<file path="src/rtl/stack_spill_if.sv">
// Stack/spill bus: CPU push/pop side plus backing-memory request side.
// The master is whoever drives the CPU ops and answers memory requests;
// the stack itself sits on the slave modport.
interface stack_spill_if #(
  parameter int WIDTH = 16,
  parameter int AW    = 8
);
  logic [WIDTH-1:0] in;
  logic             push;
  logic             pop;
  logic [WIDTH-1:0] out;
  logic             busy;
  logic             ovf;
  logic             und;
  logic             mem_req;
  logic             mem_we;
  logic [AW-1:0]    mem_addr;
  logic [WIDTH-1:0] mem_wdata;
  logic [WIDTH-1:0] mem_rdata;
  logic             mem_ack;

  modport master (
    output in, push, pop, mem_rdata, mem_ack,
    input  out, busy, ovf, und, mem_req, mem_we, mem_addr, mem_wdata
  );

  modport slave (
    input  in, push, pop, mem_rdata, mem_ack,
    output out, busy, ovf, und, mem_req, mem_we, mem_addr, mem_wdata
  );
endinterface

</file>
<file path="src/rtl/stack_spill.sv">
// Hardware stack with a small on-chip circular buffer that spills its
// bottom entries to a backing memory when it fills up and refills them
// when it runs low. The CPU only ever sees the top of stack.
module stack_spill #(
  parameter int WIDTH = 16,
  parameter int DEPTH = 4,
  parameter int AW    = 8,
  parameter int HI    = 12,
  parameter int LO    = 4
) (
  input  logic            clk,
  input  logic            reset,
  stack_spill_if.slave    bus
);
  localparam int N  = 1 << DEPTH;
  localparam int M  = 1 << AW;
  localparam int CW = DEPTH + 1;
  localparam int EW = AW + 1;
  localparam logic [CW-1:0] CNT_FULL = CW'(N);
  localparam logic [CW-1:0] CNT_HI   = CW'(HI);
  localparam logic [CW-1:0] CNT_LO   = CW'(LO);
  localparam logic [EW-1:0] EXT_FULL = EW'(M);

  typedef enum logic [1:0] {IDLE, SPILL, FILL} state_t;

  state_t           state_q, state_d;
  logic [WIDTH-1:0] mem_q [N];
  logic [DEPTH-1:0] bot_q, bot_d;
  logic [CW-1:0]    cnt_q, cnt_d;
  logic [EW-1:0]    ext_q, ext_d;
  logic [WIDTH-1:0] out_q, out_d;
  logic             ovf_q, ovf_d;
  logic             und_q, und_d;

  logic             busy;
  logic             push_acc, pop_acc;
  logic             spill_ack, fill_ack;
  logic [DEPTH-1:0] push_slot, fill_slot, top_d;
  logic [AW-1:0]    fill_addr;

  // Stall while the buffer is full, or empty with entries still parked in memory.
  assign busy      = (cnt_q == CNT_FULL) || ((cnt_q == '0) && (ext_q != '0));
  // Push wins over a simultaneous pop.
  assign push_acc  = !busy && bus.push;
  assign pop_acc   = !busy && !bus.push && bus.pop && (cnt_q != '0);
  // An ack only counts while a request is actually outstanding.
  assign spill_ack = bus.mem_ack && (state_q == SPILL);
  assign fill_ack  = bus.mem_ack && (state_q == FILL);
  assign push_slot = bot_q + cnt_q[DEPTH-1:0];
  assign fill_slot = bot_q - DEPTH'(1);
  assign fill_addr = AW'(ext_q - EW'(1));

  // Next-state datapath: CPU op and memory completion deltas combine in one edge.
  always_comb begin
    cnt_d = cnt_q;
    bot_d = bot_q;
    ext_d = ext_q;
    if (push_acc)  cnt_d = cnt_d + CW'(1);
    if (pop_acc)   cnt_d = cnt_d - CW'(1);
    if (spill_ack) begin
      cnt_d = cnt_d - CW'(1);
      bot_d = bot_q + DEPTH'(1);
      ext_d = ext_q + EW'(1);
    end
    if (fill_ack) begin
      cnt_d = cnt_d + CW'(1);
      bot_d = fill_slot;
      ext_d = ext_q - EW'(1);
    end
    und_d = und_q | (!busy && !bus.push && bus.pop && (cnt_q == '0) && (ext_q == '0));
    ovf_d = ovf_q | (bus.push && (cnt_q == CNT_FULL) && (ext_q == EXT_FULL));
    top_d = bot_d + cnt_d[DEPTH-1:0] - DEPTH'(1);
  end

  // Registered top of stack reflects this edge's writes, bypassing the array.
  always_comb begin
    out_d = '0;
    if (cnt_d != '0) begin
      if (push_acc)                             out_d = bus.in;
      else if (fill_ack && (top_d == fill_slot)) out_d = bus.mem_rdata;
      else                                      out_d = mem_q[top_d];
    end
  end

  // Transfer FSM: from IDLE start at most one transfer, spill has priority.
  always_comb begin
    state_d = state_q;
    unique case (state_q)
      IDLE: begin
        if ((cnt_q >= CNT_HI) && (ext_q < EXT_FULL))  state_d = SPILL;
        else if ((cnt_q <= CNT_LO) && (ext_q != '0)) state_d = FILL;
      end
      SPILL, FILL: if (bus.mem_ack) state_d = IDLE;
      default: state_d = IDLE;
    endcase
  end

  // State and control registers.
  always_ff @(posedge clk or posedge reset) begin
    if (reset) begin
      state_q <= IDLE;
      cnt_q   <= '0;
      bot_q   <= '0;
      ext_q   <= '0;
      out_q   <= '0;
      ovf_q   <= 1'b0;
      und_q   <= 1'b0;
    end else begin
      state_q <= state_d;
      cnt_q   <= cnt_d;
      bot_q   <= bot_d;
      ext_q   <= ext_d;
      out_q   <= out_d;
      ovf_q   <= ovf_d;
      und_q   <= und_d;
    end
  end

  // Entry storage: pushes land above the top, fills land below the bottom.
  always_ff @(posedge clk) begin
    if (!reset && push_acc) mem_q[push_slot] <= bus.in;
    if (!reset && fill_ack) mem_q[fill_slot] <= bus.mem_rdata;
  end

  assign bus.out       = out_q;
  assign bus.busy      = busy;
  assign bus.ovf       = ovf_q;
  assign bus.und       = und_q;
  assign bus.mem_req   = (state_q != IDLE);
  assign bus.mem_we    = (state_q == SPILL);
  assign bus.mem_addr  = (state_q == SPILL) ? ext_q[AW-1:0] :
                         (state_q == FILL)  ? fill_addr     : '0;
  assign bus.mem_wdata = (state_q == SPILL) ? mem_q[bot_q]  : '0;
endmodule

</file>
<file path="src/flat_wrapper.sv">
// flat-port wrapper written by rule: the top's interface ports become plain ports
module stack_spill_flat 
#(
  parameter int WIDTH = 16,
  parameter int DEPTH = 4,
  parameter int AW    = 8,
  parameter int HI    = 12,
  parameter int LO    = 4
)
  (clk, reset, bus_in, bus_push, bus_pop, bus_mem_rdata, bus_mem_ack, bus_out, bus_busy, bus_ovf, bus_und, bus_mem_req, bus_mem_we, bus_mem_addr, bus_mem_wdata);
  stack_spill_if #(.WIDTH(WIDTH), .AW(AW)) bus_i ();
  input  logic clk;
  input  logic reset;
  input wire logic [$bits(bus_i.in)-1:0] bus_in;
  input wire logic [$bits(bus_i.push)-1:0] bus_push;
  input wire logic [$bits(bus_i.pop)-1:0] bus_pop;
  input wire logic [$bits(bus_i.mem_rdata)-1:0] bus_mem_rdata;
  input wire logic [$bits(bus_i.mem_ack)-1:0] bus_mem_ack;
  output wire logic [$bits(bus_i.out)-1:0] bus_out;
  output wire logic [$bits(bus_i.busy)-1:0] bus_busy;
  output wire logic [$bits(bus_i.ovf)-1:0] bus_ovf;
  output wire logic [$bits(bus_i.und)-1:0] bus_und;
  output wire logic [$bits(bus_i.mem_req)-1:0] bus_mem_req;
  output wire logic [$bits(bus_i.mem_we)-1:0] bus_mem_we;
  output wire logic [$bits(bus_i.mem_addr)-1:0] bus_mem_addr;
  output wire logic [$bits(bus_i.mem_wdata)-1:0] bus_mem_wdata;
  assign bus_i.in = bus_in;
  assign bus_i.push = bus_push;
  assign bus_i.pop = bus_pop;
  assign bus_i.mem_rdata = bus_mem_rdata;
  assign bus_i.mem_ack = bus_mem_ack;
  assign bus_out = bus_i.out;
  assign bus_busy = bus_i.busy;
  assign bus_ovf = bus_i.ovf;
  assign bus_und = bus_i.und;
  assign bus_mem_req = bus_i.mem_req;
  assign bus_mem_we = bus_i.mem_we;
  assign bus_mem_addr = bus_i.mem_addr;
  assign bus_mem_wdata = bus_i.mem_wdata;
  stack_spill #(.WIDTH(WIDTH), .DEPTH(DEPTH), .AW(AW), .HI(HI), .LO(LO)) u_core (.clk(clk), .reset(reset), .bus(bus_i));
endmodule
</file>
<file path="config.mk">
export PLATFORM = sky130hd
export DESIGN_NAME = stack_spill_flat
export DESIGN_NICKNAME = d
export VERILOG_FILES = /design/src/rtl/stack_spill_if.sv /design/src/rtl/stack_spill.sv /design/src/flat_wrapper.sv
export SDC_FILE = /design/constraint.sdc
export NUM_CORES = 1
export LEC_CHECK = 0
export CORE_ASPECT_RATIO = 1.75
export CORE_MARGIN = 3
export CORE_UTILIZATION = 52
export DETAILED_ROUTE_END_ITERATION = 6
export PLACE_DENSITY = 0.7
export SLEW_MARGIN = 20
export SYNTH_ARGS = -nofsm -noshare
export SYNTH_HDL_FRONTEND = slang
export SYNTH_SLANG_ARGS = --single-unit
</file>
<file path="constraint.sdc">
create_clock -name clk -period 7.25 [get_ports clk]
set_input_delay 1.45 -clock clk [delete_from_list [all_inputs] [get_ports clk]]
set_output_delay 1.45 -clock clk [all_outputs]
set_load 0.02 [all_outputs]
</file>
### Word-level counts from Yosys, hierarchy flattened

Memories as Yosys holds them, arrays and structs flattened.
Index checks and enable logic that the tools add are counted.

* multiply operators: 0
* bitwise gates (word level): 2
* reduce and logical (&&, ||, !) cells: 30
* shift operators: 0
* add/sub/neg operators: 11
* muxes and demuxes: 22
* div/mod/pow operators: 0
* equal/unequal tests: 7
* magnitude comparators: 3

Operator list (number)
* $mux 16: 4
* $mux 5: 4
* $mux 9: 2
* $logic_and 1x1->1: 16
* $mux 8: 2
* $add 5x1->5 const B: 2
* $reduce_bool 5->1: 2
* $sub 5x1->5 const B: 2
* $add 9x1->9 const B: 1
* $eq 9x9->1 const B: 1
* $logic_not 9->1: 1
* $lt 9x9->1 const B: 1
* $reduce_bool 9->1: 1
* $sub 9x1->9 const B: 1
* $add 4x4->4: 2
* $mux 4: 2
* $sub 4x1->4 const B: 2
* $mux 2: 3
* $eq 5x5->1 const B: 1
* $ge 5x4->1 const B: 1
* $le 5x3->1 const B: 1
* $logic_not 5->1: 1
* $add 4x1->4 const B: 1
* $eq 4x4->1: 1
* 13 further kinds: 20

* logic and storage cells: 83
* flip-flop bits (word level): 38
* bits in latches: 0
* output and inout bits: 45
* memories: 1
* memory bits (writable): 256
* bits of input ports: 37
* ROM bits: 0

Memories
* u_core.mem_q: words 16, width 16, read ports 2, clocked after Yosys merged registers in 0, wr ports 2, RTL line stack_spill.sv:27 `logic [WIDTH-1:0] mem_q [N];`

### Longest topological paths before layout

* depth in word-level cells: 19
* depth in mapped cells: 24
* depth with buffers taken out: 20

### Least setup slack after synthesis

OpenSTA, ideal clock, no wires.

* path type: input-to-reg
* start point: input port bus_push
* end point: register u_core.out_q[13] (netlist: u_core.bus.out[13])
* setup time: 127 ps
* arrival: 5808 ps
* buffers on the path: 4
* path slack: 1315 ps
* cell stages on the path: 18
* data required time: 7123 ps
* cells stage by stage: buf_6 > and2b_2 > a32oi_4 > buf_6 > nand4_1 > a22oi_4 > ha_1 > mux2_2 > inv_1 > ha_1 > inv_1 > ha_1 > clkbuf_1 > buf_1 > mux4_2 > or4b_2 > o211ai_1 > o21ai_1

* longest elaborated chain between the ends: 16
* elaborated cells between the ends (all ways): 21
* classes of those cells: add/sub (5); eq/ne (1); mux (7); reduce/logical (7); memory (1)

RTL lines
* from (decl): RTL line flat_wrapper.sv:15 `input wire logic [$bits(bus_i.push)-1:0] bus_push;`
* branches (longest 4 deep; another with $sub 5x1->5)
* $mux 5 *: RTL line stack_spill.sv:59 `if (pop_acc) cnt_d = cnt_d - CW'(1);`
* $sub 5x1->5: RTL line stack_spill.sv:61 `cnt_d = cnt_d - CW'(1);`
* $mux 5 *: RTL line stack_spill.sv:60 `if (spill_ack) begin`
* $add 5x1->5: RTL line stack_spill.sv:66 `cnt_d = cnt_d + CW'(1);`
* $mux 5 *: RTL line stack_spill.sv:65 `if (fill_ack) begin`
* net u_core.cnt_d[1]: RTL line stack_spill.sv:29 `logic [CW-1:0] cnt_q, cnt_d;`
* branches (longest 6 deep; another with $mem_v2 16x16)
* $mux 16 *: RTL line stack_spill.sv:78 `if (cnt_d != '0) begin`
* net u_core.out_d[13]: RTL line stack_spill.sv:31 `logic [WIDTH-1:0] out_q, out_d;`
* to (signal assigned): RTL line stack_spill.sv:113 `out_q <= out_d;`
* to (decl): RTL line stack_spill.sv:31

Mark *: on every way through the listed nets, which the timed path passes.
A chain may end at the register's enable or synchronous reset.

### Final worst setup path

* start point: input port bus_push
* end point: register u_core.out_q[3] (netlist: u_core.bus.out[3])

The elaborated chain is that of the path after synthesis.

==> run_results.csv <==
group,metric,value,unit
outcome,outcome,"finished clean",
clocking,cts.htree.levels,1,
timing,setup_viol,0,
yosys,ys_types,69,
timing,fin_crit_sh,88.6,%
clocking,cts_tree,"yes",
placement,place_ws,0.344,ns
clocking,cts_num_sinks,294,
routing,vias_per_cell,6.83,
final_layout,num_antenna_cells,0,
clocking,clk_latency,0.57,ns
placement,port_buffers,81,
timing,period_minus_slack,6.42,ns
yosys,synth_top_area_share,42.5,%
timing,fin_tns_setup,0,ns
job,drv_cap,0,
yosys,synth_top_cells_by_area,"edfxtp_1, mux4_2, o21ai_0, nand2_1, dfrtp_1",
placement,hpwl,36700,um
critical_path,cp.required,7.73,ns
yosys,synth_ff_type,"edfxtp_1",
timing,finalHoldViolCount,0,
yosys,ys_seq_elements,294,
critical_path,slowest_delay,0.59,ns
placement,globalplace.congestion,0.902,
timing,slew_headroom,19.3,%
grt,grt_antenna_before_repair,2,
critical_path,crit_type,"input pin to register",
timing,max_freq,156,MHz
clocking,cts_buffers,28,
grt,grt_pass1_vias,13643,
routing,final_antenna_net_count,0,
clocking,post_cts_resized,0,
grt,grt_max_degree,58,
yosys,synth_fp_nets,1581,
routing,post_drt_wl_per_cell,29.4,um
routing,drc,0,
routing,drt_iter0_drc,1831,
die,num_rows,89,
critical_path,ff2ff_setup_slack,1.28,ns
yosys,synth_edf_count,256,
grt,grt_use_total,31.3,%
clocking,path_clk_slew,0.06,ns
final_layout,nNetsFinal,1579,
clocking,cts_root_buffer,"clkbuf_16",
routing,first_pass_iters,6,
yosys,syn-cell-area,18100,um^2
final_layout,fin_util,59.1,%
yosys,synthCells,1520,
timing,rsz0062_at_grt,"false",
critical_path,crit_chain,"clkdlybuf4s50_1, and2b_2, a32oi_4, mux2i_1, a22oi_4, ha_1, nand2_1, xnor2_1, xnor2_1, xnor2_1, inv_1, ha_1, fa_1, xor2_1, xnor2_1, buf_4, nor4_1, or2_1, buf_4, mux4_1, o21ai_0",
final_layout,drive_gt1_share,19.5,%
die,initial_core_util,53.1,%
final_layout,layout_common_cells,"nand2_1, edfxtp_1, o21ai_0, mux4_2, inv_1",
grt,overflow,0,
yosys,avgSynthCellArea,11.9,um^2
grt,grt_pass1_wl,86200,um
critical_path,critPathBufInv,4,
critical_path,arrival,6.90,ns
timing,worst_pin_slew,1.21,ns
final_layout,n_fill_cell,2716,
timing,fin_ws,0.829,ns
routing,drt_wl_total,58600,um
clocking,post_cts_buffers,0,
die,dieArea,37200,um^2
yosys,postSynth.asyncResetShare,12.9,%
critical_path,cp_max_fo,15,
timing,fin_skew,0.0116,ns
die,ioPinCount,82,
critical_path,crit_top_cell,"xnor2_1",
final_layout,area_growth,11.3,%
critical_path,slowest_stage,"clkdlybuf4s50_1",
critical_path,endpoint_kind,"register",
critical_path,critPathLaunchType,"input pin",
die,die_y,253,um
routing,vias,13611,
min_path,worst_hold_path_type,"register to register",
timing,drv_slew,0,
critical_path,critPathTopFamily,"buffers and inverters",
clocking,ctsHoldBuffers,0,
yosys,synth_area_leader_cell,"edfxtp_1",
die,die_w,147,um
yosys,yosysSeqAreaShare,47.7,%
yosys,yosys_warnings,0,
die,core,34100,um^2
final_layout,final_common_cell,"nand2_1",
clocking,clockBufferDepth,3,
## synthesized netlist by cell type (all sizes together), types with 2 or more instances
library cell	count
a41oi	16
clkbuf	124
nand4	7
and2	20
edfxtp	256
a21oi	5
a21o	4
o22ai	17
mux4	160
a32o	2
nor4	5
dfrtp	38
or3	2
o21ai	263
xnor2	25
a31oi	5
a22o	6
nand2	269
inv	95
or2	2
ha	22
mux2	20
nor2	33
nor3	13
fa	2
a311oi	17
xor2	9
a41o	2
a22oi	5
buf	33
mux2i	3
nand3	10
o31a	2
nor2b	3
xnor3	2
o211ai	3
nand2b	2
## kinds of logic (layout without fill, tap and decap cells)
| logic type | count (synthesis) | in the layout | synth area share, % |
|---|---|---|---|
| AND/OR/NAND/NOR | 375 | 375 | 8.98 |
| AO/OA/AOI/OAI | 356 | 356 | 11.7 |
| flip-flops | 294 | 294 | 47.7 |
| buffers and inverters | 252 | 269 | 6.20 |
| multiplexers | 183 | 183 | 21.8 |
| XOR/XNOR | 36 | 36 | 1.91 |
| adder cells (fa/ha/maj) | 24 | 24 | 1.74 |
## worst paths after layout
check | startpoint | endpoint | cells past startpoint
max | bus_push | u_core.bus.out[3] | 21
min | u_core.bus.und | u_core.bus.und | 1
max reg2reg | u_core.cnt_q[1] | u_core.bus.out[3] | 22
min reg2reg | u_core.bus.und | u_core.bus.und | 1
max in group asynchronous | reset | u_core.bot_q[1] | 3
min in group asynchronous | reset | u_core.cnt_q[4] | 3
## cell type report
type / instances / area [um^2] / area share, %
Inverter: 95 / 357 / 1.77
Timing Repair Buffer: 125 / 1140 / 5.67
Tap cell: 455 / 569 / 2.83
Sequential cell: 294 / 8650 / 42.9
Clock inverter: 13 / 123 / 0.609
Clock buffer: 36 / 752 / 3.73
Multi-Input combinational cell: 974 / 8550 / 42.4
## worst register-to-register path: cells and delay by family (launching register included)
kind	cells	cell delay, ns
simple gates	4	0.99
mux	2	0.78
fa+ha+maj	4	1.13
compound gates	3	0.83
xor+xnor	5	0.91
flops	1	0.53
buf+inv	4	0.74
## flip-flops by register name (all words and copies together), names as in the netlist
register        cells
u_core.mem_q      256
u_core.bot_q        4
u_core.state_q      2
u_core.bus.out     16
u_core.bus.ovf      1
u_core.ext_q        9
u_core.bus.und      1
u_core.cnt_q        5
## stage by stage
step | std cells | instance area (um^2) | hold slack [ns]
floorplan | 1520 | 18100 | 0.482
global placement | 1943 | 19300 | 0.453
detailed placement | 1943 | 19300 | 0.456
CTS | 1992 | 20100 | 0.469
global route | 1992 | 20100 | 0.478
finish | 1992 | 20100 | 0.471
## layer usage
layer	wire length [um]	GRT usage, %	vias up
li1	-	-	5697
met1	19200	37.4	6643
met2	29000	52.6	1016
met3	6320	6.57	253
met4	4010	18.2	2
met5	13	0	-
Power is not shown: default switching activity piles up to over one toggle a cycle in this logic, so the estimate is an artifact.
